### config.mk
export PLATFORM = sky130hd
export DESIGN_NAME = elevator_scan_ctrl
export DESIGN_NICKNAME = d
export VERILOG_FILES = /design/src/rtl/elevator_pkg.sv /design/src/rtl/elevator_timer.sv /design/src/rtl/elevator_scan_ctrl.sv
export SDC_FILE = /design/constraint.sdc
export NUM_CORES = 1
export LEC_CHECK = 0
export ABC_AREA = 1
export CAP_MARGIN = 10
export CORE_MARGIN = 2
export CORE_UTILIZATION = 39
export DETAILED_ROUTE_END_ITERATION = 12
export GPL_ROUTABILITY_DRIVEN = 0
export PLACE_DENSITY_LB_ADDON = 0.3
export SETUP_SLACK_MARGIN = 0.1
export SLEW_MARGIN = 20
export SYNTH_ARGS = -nofsm -noshare
export SYNTH_HDL_FRONTEND = slang
export SYNTH_SLANG_ARGS = --single-unit
### constraint.sdc
create_clock -name i_clk -period 2.1 [get_ports i_clk]
set_clock_uncertainty 0.2 [all_clocks]
set_input_delay 0.21 -clock i_clk [delete_from_list [all_inputs] [get_ports i_clk]]
set_output_delay 0.21 -clock i_clk [all_outputs]
set_load 0.05 [all_outputs]
### src/rtl/elevator_pkg.sv
// Shared types and register map for the SCAN elevator controller.
// Holds the FSM state encoding, register word offsets and STATUS bit positions.
package elevator_pkg;

    typedef enum logic [1:0] {
        ST_IDLE = 2'd0,
        ST_MOVE = 2'd1,
        ST_DOOR = 2'd2
    } state_e;

    localparam logic [1:0] REQ_ADDR    = 2'd0;
    localparam logic [1:0] CLR_ADDR    = 2'd1;
    localparam logic [1:0] STATUS_ADDR = 2'd2;

    localparam int STAT_DIR_BIT    = 8;
    localparam int STAT_DOOR_BIT   = 9;
    localparam int STAT_MOVING_BIT = 10;
    localparam int STAT_STATE_LSB  = 16;

endpackage

### src/rtl/elevator_timer.sv
// Loadable down-counter that holds at zero; used for both travel and door timing.
// A load strobe takes priority over counting.
module elevator_timer
    import elevator_pkg::*;
#(
    parameter int W = 4
) (
    input  logic         i_clk,
    input  logic         i_rst_n,
    input  logic         i_load,
    input  logic [W-1:0] i_load_val,
    output logic         o_zero
);

    logic [W-1:0] cnt_q;
    logic [W-1:0] cnt_d;

    // Next count: load, decrement, or hold at zero.
    always_comb begin
        cnt_d = cnt_q;
        if (i_load) begin
            cnt_d = i_load_val;
        end else if (cnt_q != {W{1'b0}}) begin
            cnt_d = cnt_q - W'(1);
        end else begin
            cnt_d = cnt_q;
        end
    end

    // Counter register.
    always_ff @(posedge i_clk or negedge i_rst_n) begin
        if (!i_rst_n) begin
            cnt_q <= {W{1'b0}};
        end else begin
            cnt_q <= cnt_d;
        end
    end

    assign o_zero = (cnt_q == {W{1'b0}});

endmodule

### src/rtl/elevator_scan_ctrl.sv
// SCAN-scheduled elevator controller with a pending-request bitmap fed by call
// buttons and a memory-mapped REQ/CLR/STATUS register port.
module elevator_scan_ctrl
    import elevator_pkg::*;
#(
    parameter int FLOORS      = 8,
    parameter int FLOOR_W     = $clog2(FLOORS),
    parameter int MOVE_CYCLES = 4,
    parameter int DOOR_CYCLES = 6,
    parameter int DATA_W      = 32
) (
    input  logic               i_clk,
    input  logic               i_rst_n,
    input  logic [FLOORS-1:0]  i_call,
    input  logic               i_we,
    input  logic [1:0]         i_addr,
    input  logic [DATA_W-1:0]  i_wdata,
    output logic [DATA_W-1:0]  o_rdata,
    output logic [FLOOR_W-1:0] o_floor,
    output logic               o_dir,
    output logic               o_moving,
    output logic               o_door_open,
    output logic               o_arrive,
    output logic [FLOORS-1:0]  o_pending
);

    localparam int MT_W = (MOVE_CYCLES > 1) ? $clog2(MOVE_CYCLES) : 1;
    localparam int DT_W = (DOOR_CYCLES > 1) ? $clog2(DOOR_CYCLES) : 1;

    state_e               state_q, state_d;
    logic [FLOOR_W-1:0]   floor_q, floor_d;
    logic                 dir_q, dir_d;
    logic [FLOORS-1:0]    pending_q, pending_d;
    logic                 arrive_q, arrive_d;

    logic [FLOORS-1:0]    set_s, clr_s, arr_clr_s, absorb_s, req_s;
    logic [FLOOR_W-1:0]   step_floor_s;
    logic                 up_s, dn_s, step_up_s, step_dn_s, new_here_s;
    logic                 mv_load_s, mv_zero_s, dr_load_s, dr_zero_s;
    logic [DATA_W-1:0]    status_s;
    logic                 unused_wdata_s;

    function automatic logic any_above(input logic [FLOORS-1:0] p, input logic [FLOOR_W-1:0] f);
        logic r;
        r = 1'b0;
        for (int i = 0; i < FLOORS; i++) begin
            if (p[i] && (i > int'(f))) r = 1'b1;
        end
        return r;
    endfunction

    function automatic logic any_below(input logic [FLOORS-1:0] p, input logic [FLOOR_W-1:0] f);
        logic r;
        r = 1'b0;
        for (int i = 0; i < FLOORS; i++) begin
            if (p[i] && (i < int'(f))) r = 1'b1;
        end
        return r;
    endfunction

    assign unused_wdata_s = ^i_wdata;

    // Register-port decode and request terms; a door already open here absorbs new calls.
    always_comb begin
        set_s      = (i_we && (i_addr == REQ_ADDR)) ? i_wdata[FLOORS-1:0] : {FLOORS{1'b0}};
        clr_s      = (i_we && (i_addr == CLR_ADDR)) ? i_wdata[FLOORS-1:0] : {FLOORS{1'b0}};
        req_s      = set_s | i_call;
        absorb_s   = (state_q == ST_DOOR) ? (FLOORS'(1) << floor_q) : {FLOORS{1'b0}};
        new_here_s = (state_q == ST_DOOR) && req_s[floor_q];
        step_floor_s = dir_q ? (floor_q + FLOOR_W'(1)) : (floor_q - FLOOR_W'(1));
        up_s       = any_above(pending_q, floor_q);
        dn_s       = any_below(pending_q, floor_q);
        step_up_s  = any_above(pending_q, step_floor_s);
        step_dn_s  = any_below(pending_q, step_floor_s);
    end

    // SCAN scheduler next-state logic.
    always_comb begin
        state_d   = state_q;
        floor_d   = floor_q;
        dir_d     = dir_q;
        arrive_d  = 1'b0;
        arr_clr_s = {FLOORS{1'b0}};
        mv_load_s = 1'b0;
        dr_load_s = 1'b0;
        case (state_q)
            ST_IDLE: begin
                if (pending_q[floor_q]) begin
                    state_d            = ST_DOOR;
                    arr_clr_s[floor_q] = 1'b1;
                    arrive_d           = 1'b1;
                    dr_load_s          = 1'b1;
                end else if (dir_q ? up_s : dn_s) begin
                    state_d   = ST_MOVE;
                    mv_load_s = 1'b1;
                end else if (dir_q ? dn_s : up_s) begin
                    dir_d     = ~dir_q;
                    state_d   = ST_MOVE;
                    mv_load_s = 1'b1;
                end else begin
                    state_d = ST_IDLE;
                end
            end
            ST_MOVE: begin
                if (mv_zero_s) begin
                    floor_d = step_floor_s;
                    if (pending_q[step_floor_s]) begin
                        state_d                 = ST_DOOR;
                        arr_clr_s[step_floor_s] = 1'b1;
                        arrive_d                = 1'b1;
                        dr_load_s               = 1'b1;
                    end else if (dir_q ? step_up_s : step_dn_s) begin
                        mv_load_s = 1'b1;
                    end else begin
                        state_d = ST_IDLE;
                    end
                end else begin
                    state_d = ST_MOVE;
                end
            end
            ST_DOOR: begin
                if (new_here_s) begin
                    dr_load_s = 1'b1;
                end else if (dr_zero_s) begin
                    state_d = ST_IDLE;
                end else begin
                    state_d = ST_DOOR;
                end
            end
            default: begin
                state_d = ST_IDLE;
            end
        endcase
        pending_d = (pending_q & ~clr_s & ~arr_clr_s) | (req_s & ~absorb_s);
    end

    // Architectural state registers.
    always_ff @(posedge i_clk or negedge i_rst_n) begin
        if (!i_rst_n) begin
            state_q   <= ST_IDLE;
            floor_q   <= {FLOOR_W{1'b0}};
            dir_q     <= 1'b1;
            pending_q <= {FLOORS{1'b0}};
            arrive_q  <= 1'b0;
        end else begin
            state_q   <= state_d;
            floor_q   <= floor_d;
            dir_q     <= dir_d;
            pending_q <= pending_d;
            arrive_q  <= arrive_d;
        end
    end

    elevator_timer #(.W(MT_W)) u_move_tmr (
        .i_clk      (i_clk),
        .i_rst_n    (i_rst_n),
        .i_load     (mv_load_s),
        .i_load_val (MT_W'(MOVE_CYCLES - 1)),
        .o_zero     (mv_zero_s)
    );

    elevator_timer #(.W(DT_W)) u_door_tmr (
        .i_clk      (i_clk),
        .i_rst_n    (i_rst_n),
        .i_load     (dr_load_s),
        .i_load_val (DT_W'(DOOR_CYCLES - 1)),
        .o_zero     (dr_zero_s)
    );

    // Read mux; STATUS packs position, direction and FSM state.
    always_comb begin
        status_s                               = {DATA_W{1'b0}};
        status_s[FLOOR_W-1:0]                  = floor_q;
        status_s[STAT_DIR_BIT]                 = dir_q;
        status_s[STAT_DOOR_BIT]                = (state_q == ST_DOOR);
        status_s[STAT_MOVING_BIT]              = (state_q == ST_MOVE);
        status_s[STAT_STATE_LSB +: 2]          = state_q;
        case (i_addr)
            REQ_ADDR:    o_rdata = DATA_W'(pending_q);
            CLR_ADDR:    o_rdata = {DATA_W{1'b0}};
            STATUS_ADDR: o_rdata = status_s;
            default:     o_rdata = {DATA_W{1'b0}};
        endcase
    end

    assign o_floor     = floor_q;
    assign o_dir       = dir_q;
    assign o_moving    = (state_q == ST_MOVE);
    assign o_door_open = (state_q == ST_DOOR);
    assign o_arrive    = arrive_q;
    assign o_pending   = pending_q;

endmodule

==> results.cfg <==
[status]
status = finished, violations left
violations = setup timing

[global_routing]
grt_start_max_net_pins = 21
grt_pass1_wl_um = 11680
grt_antenna_before_repair = 0
overflow = 0
grt_pass1_vias = 2401
grt_use_total_pct = 23.90

[timing]
setup-violations-final = 16
finalHoldViolations = 0
max_freq_ghz = 0.4489
worst_slew_pin_slew_ns = 0.5322
worst_slack_ns = -0.1277
grt_setup_unrepaired = yes
max_slew_margin_pct = 64.41
period_share_pct = 106.1
period_minus_slack_ns = 2.228
setup_tns_ns = -1.407
drv_slew = 0

[critical_path]
critPathArrivalTime_ns = 2.20
critPathLaunchType = flip-flop
worst-path-max-fanout = 7
reg2reg_from = o_floor[1]$_DFFE_PN0P_
max_stage_delay_ns = 0.52
cp_slowest_cell = dfrtp_4
r2r-end = o_pending[3]$_DFF_PN0_
end_kind = flip-flop
critPathTopFamily = simple AND/OR/NAND/NOR gates
crit_chain = ha_4, ha_4, or2_4, nand2_8, inv_6, nand2_4, nand2_8, nor2_4, nand2_1, o2111ai_1, nand2_1
r2r_cells = 11
path_buf_inv = 1
cp_data_required_time_ns = 2.07
path_class = flip-flop to flip-flop
rrSetupSlack_ns = -0.13

[floorplan]
io_pins = 92
start_util_pct = 39.80
row_count = 27
coreArea_um2 = 5439
die_h_um = 78.50
fp.dieArea_um2 = 6162
die_x_um = 78.50

[drt]
drc = 0
antenna_left = 0
vias_per_cell = 5.092
routed-via-count = 2556
drt_iter0_drc = 221
drtPass1Iterations = 5
routed_wl_um = 7171
wl_per_cell_um = 14.28

[power]
p_leak_uw = 0.001704
powerDensity_nw_per_um2 = 1292
vdd_drop_max_v = 0.0006559

[synthesis]
synth_area_leader_cell = dfrtp_1
netlist_area_um2 = 2165
yosysSeqAreaShare_pct = 23.18
yosys-top-cells-area = dfrtp_1 (22%), nand2_1 (17%), inv_1 (7.8%)
ys_ff_latch = 20
synth_edf_count = 0
yosysWarnings = 0
yosys_most_used_dff = dfrtp_1
syn_inst = 341
synthArstFlopShare_pct = 100.0
synth_top_area_share_pct = 21.97
synth_cell_types = 38
avgSynthCellArea_um2 = 6.348

[layout]
n_antenna_cell = 0
nFillCells = 498
num-nets-final = 486
register_area_um2 = 508.0
layout-drive-gt1-share_pct = 30.70
multi_input_area_um2 = 1551
area_growth_pct = 55.78

[clocking]
ctsHoldBuffers = 0
cts_tree = yes
clk_pin_slew_ns = 0.09
cts.sinks = 20
clock_latency_ns = 0.27
htree_levels = 1
cts_buffers = 3
clock_path_buffers = 2
cts_root_buffer = clkbuf_8

[place]
dp.final_hpwl_um = 5401
pre_cts_slack_ns = -0.1166
port_buffers = 48

[hold_path]
min_path_type = input pin to async pin

[job]
maxCapViolations = 0
-- state kept, by name, indices dropped and copies added (netlist names) --
| name | count |
|---|---|
| state_q | 2 |
| o_floor | 3 |
| o_pending | 8 |
| u_move_tmr.cnt_q | 2 |
| o_dir | 1 |
| o_arrive | 1 |
| u_door_tmr.cnt_q | 3 |
-- logic make-up after synthesis --
| logic type | Yosys count | share of synthesized area (%) |
|---|---|---|
| AND/OR/NAND/NOR | 177 | 37.28 |
| buffers and inverters | 76 | 17.40 |
| AO/OA/AOI/OAI | 54 | 14.97 |
| flip-flops | 20 | 23.18 |
| adder cells (fa/ha/maj) | 10 | 5.780 |
| XOR/XNOR | 3 | 1.214 |
| other | 1 | 0.1732 |
-- how the worst max path moves through the flow --
stage                             endpoint  cells after the start              startpoint  slack (ns)
detailed placement  o_pending[1]$_DFF_PN0_                     11  o_floor[1]$_DFFE_PN0P_       -0.12
global placement    o_pending[1]$_DFF_PN0_                     11  o_floor[1]$_DFFE_PN0P_       -0.07
global route        state_q[1]$_DFFE_PN0P_                     12  o_floor[1]$_DFFE_PN0P_       -0.19
finish              o_pending[3]$_DFF_PN0_                     11  o_floor[1]$_DFFE_PN0P_       -0.13
CTS                 state_q[1]$_DFFE_PN0P_                     12  o_floor[1]$_DFFE_PN0P_       -0.07
floorplan           o_pending[1]$_DFF_PN0_                     11  o_floor[1]$_DFFE_PN0P_       -0.11
-- repair_timing --
item | CTS | global route
endpoints found under the setup margin | 21 | 24
buffers inserted | 3 | 2
gates resized for setup | 19 | 23
gates cloned | 1 | 0
pin swaps | 11 | 23
-- cells in the final DEF (no fill, tap or decap), types with 6 or more instances in the layout --
master	instances
buf_4	39
dfrtp_1	16
o21bai_1	6
nand2_2	16
inv_1	43
nand2_1	87
inv_2	6
clkdlybuf4s50_1	23
ha_1	6
conb_1	19
nor2_2	6
nand3_1	19
o21ai_0	22
buf_6	6
nor2_1	26
o21ai_1	6
buf_12	14
-- stage by stage --
step	util (%)	std cells	instance area, µm²	total power (µW)	hold WS [ns]
final	62.00	502	3372	4356	0.07885
after global routing	62.00	502	3372	4661	0.1174
after CTS	60.43	500	3287	4151	0.09335
after detailed placement	57.42	492	3123	3601	0.3208
after global placement	57.42	492	3123	3552	0.3165
after floorplan	-	359	2335	2502	-0.2856
-- final cells by class --
type / instances / area share [%]
flip-flops and latches: 20 / 15.06
well taps: 72 / 2.672
inverters: 54 / 6.531
clock inverters: 1 / 0.8905
clock buffers: 3 / 1.224
repair buffers: 88 / 27.61
multi-input cells: 264 / 46.01
-- Yosys cell counts, types with 2 or more instances --
| cell type | number |
|---|---|
| nand2_1 | 100 |
| buf_4 | 20 |
| o21ai_1 | 7 |
| inv_1 | 45 |
| o21bai_1 | 6 |
| nor2_1 | 32 |
| dfrtp_1 | 19 |
| o2111ai_1 | 6 |
| nor3_2 | 2 |
| o22ai_1 | 4 |
| o21ai_0 | 24 |
| inv_2 | 6 |
| or2_2 | 3 |
| nand3_1 | 23 |
| xor2_1 | 2 |
| ha_1 | 10 |
| nand2_2 | 3 |
| nor3_1 | 2 |
| nand2_4 | 3 |
| nand4_1 | 3 |
| a21oi_1 | 4 |
-- metal layers --
| metal | vias up | part of all wire, % | GRT usage, % |
|---|---|---|---|
| li1 | 1230 | - | - |
| met4 | 0 | 3.0 | 10.18 |
| met3 | 19 | 6.6 | 1.724 |
| met2 | 127 | 49 | 41.28 |
| met1 | 1180 | 41 | 30.60 |
| met5 | - | 0 | 0 |
-- where the power goes --
part	total (µW)	internal, µW	leakage [µW]	switching [µW]
clock network	413	255	0.0000357	158
registers	612	510	0.000213	103
logic	3330	1360	0.00145	1970
total	4360	2130	0.00170	2230
No activity file was read; power rests on OpenSTA's default activity.
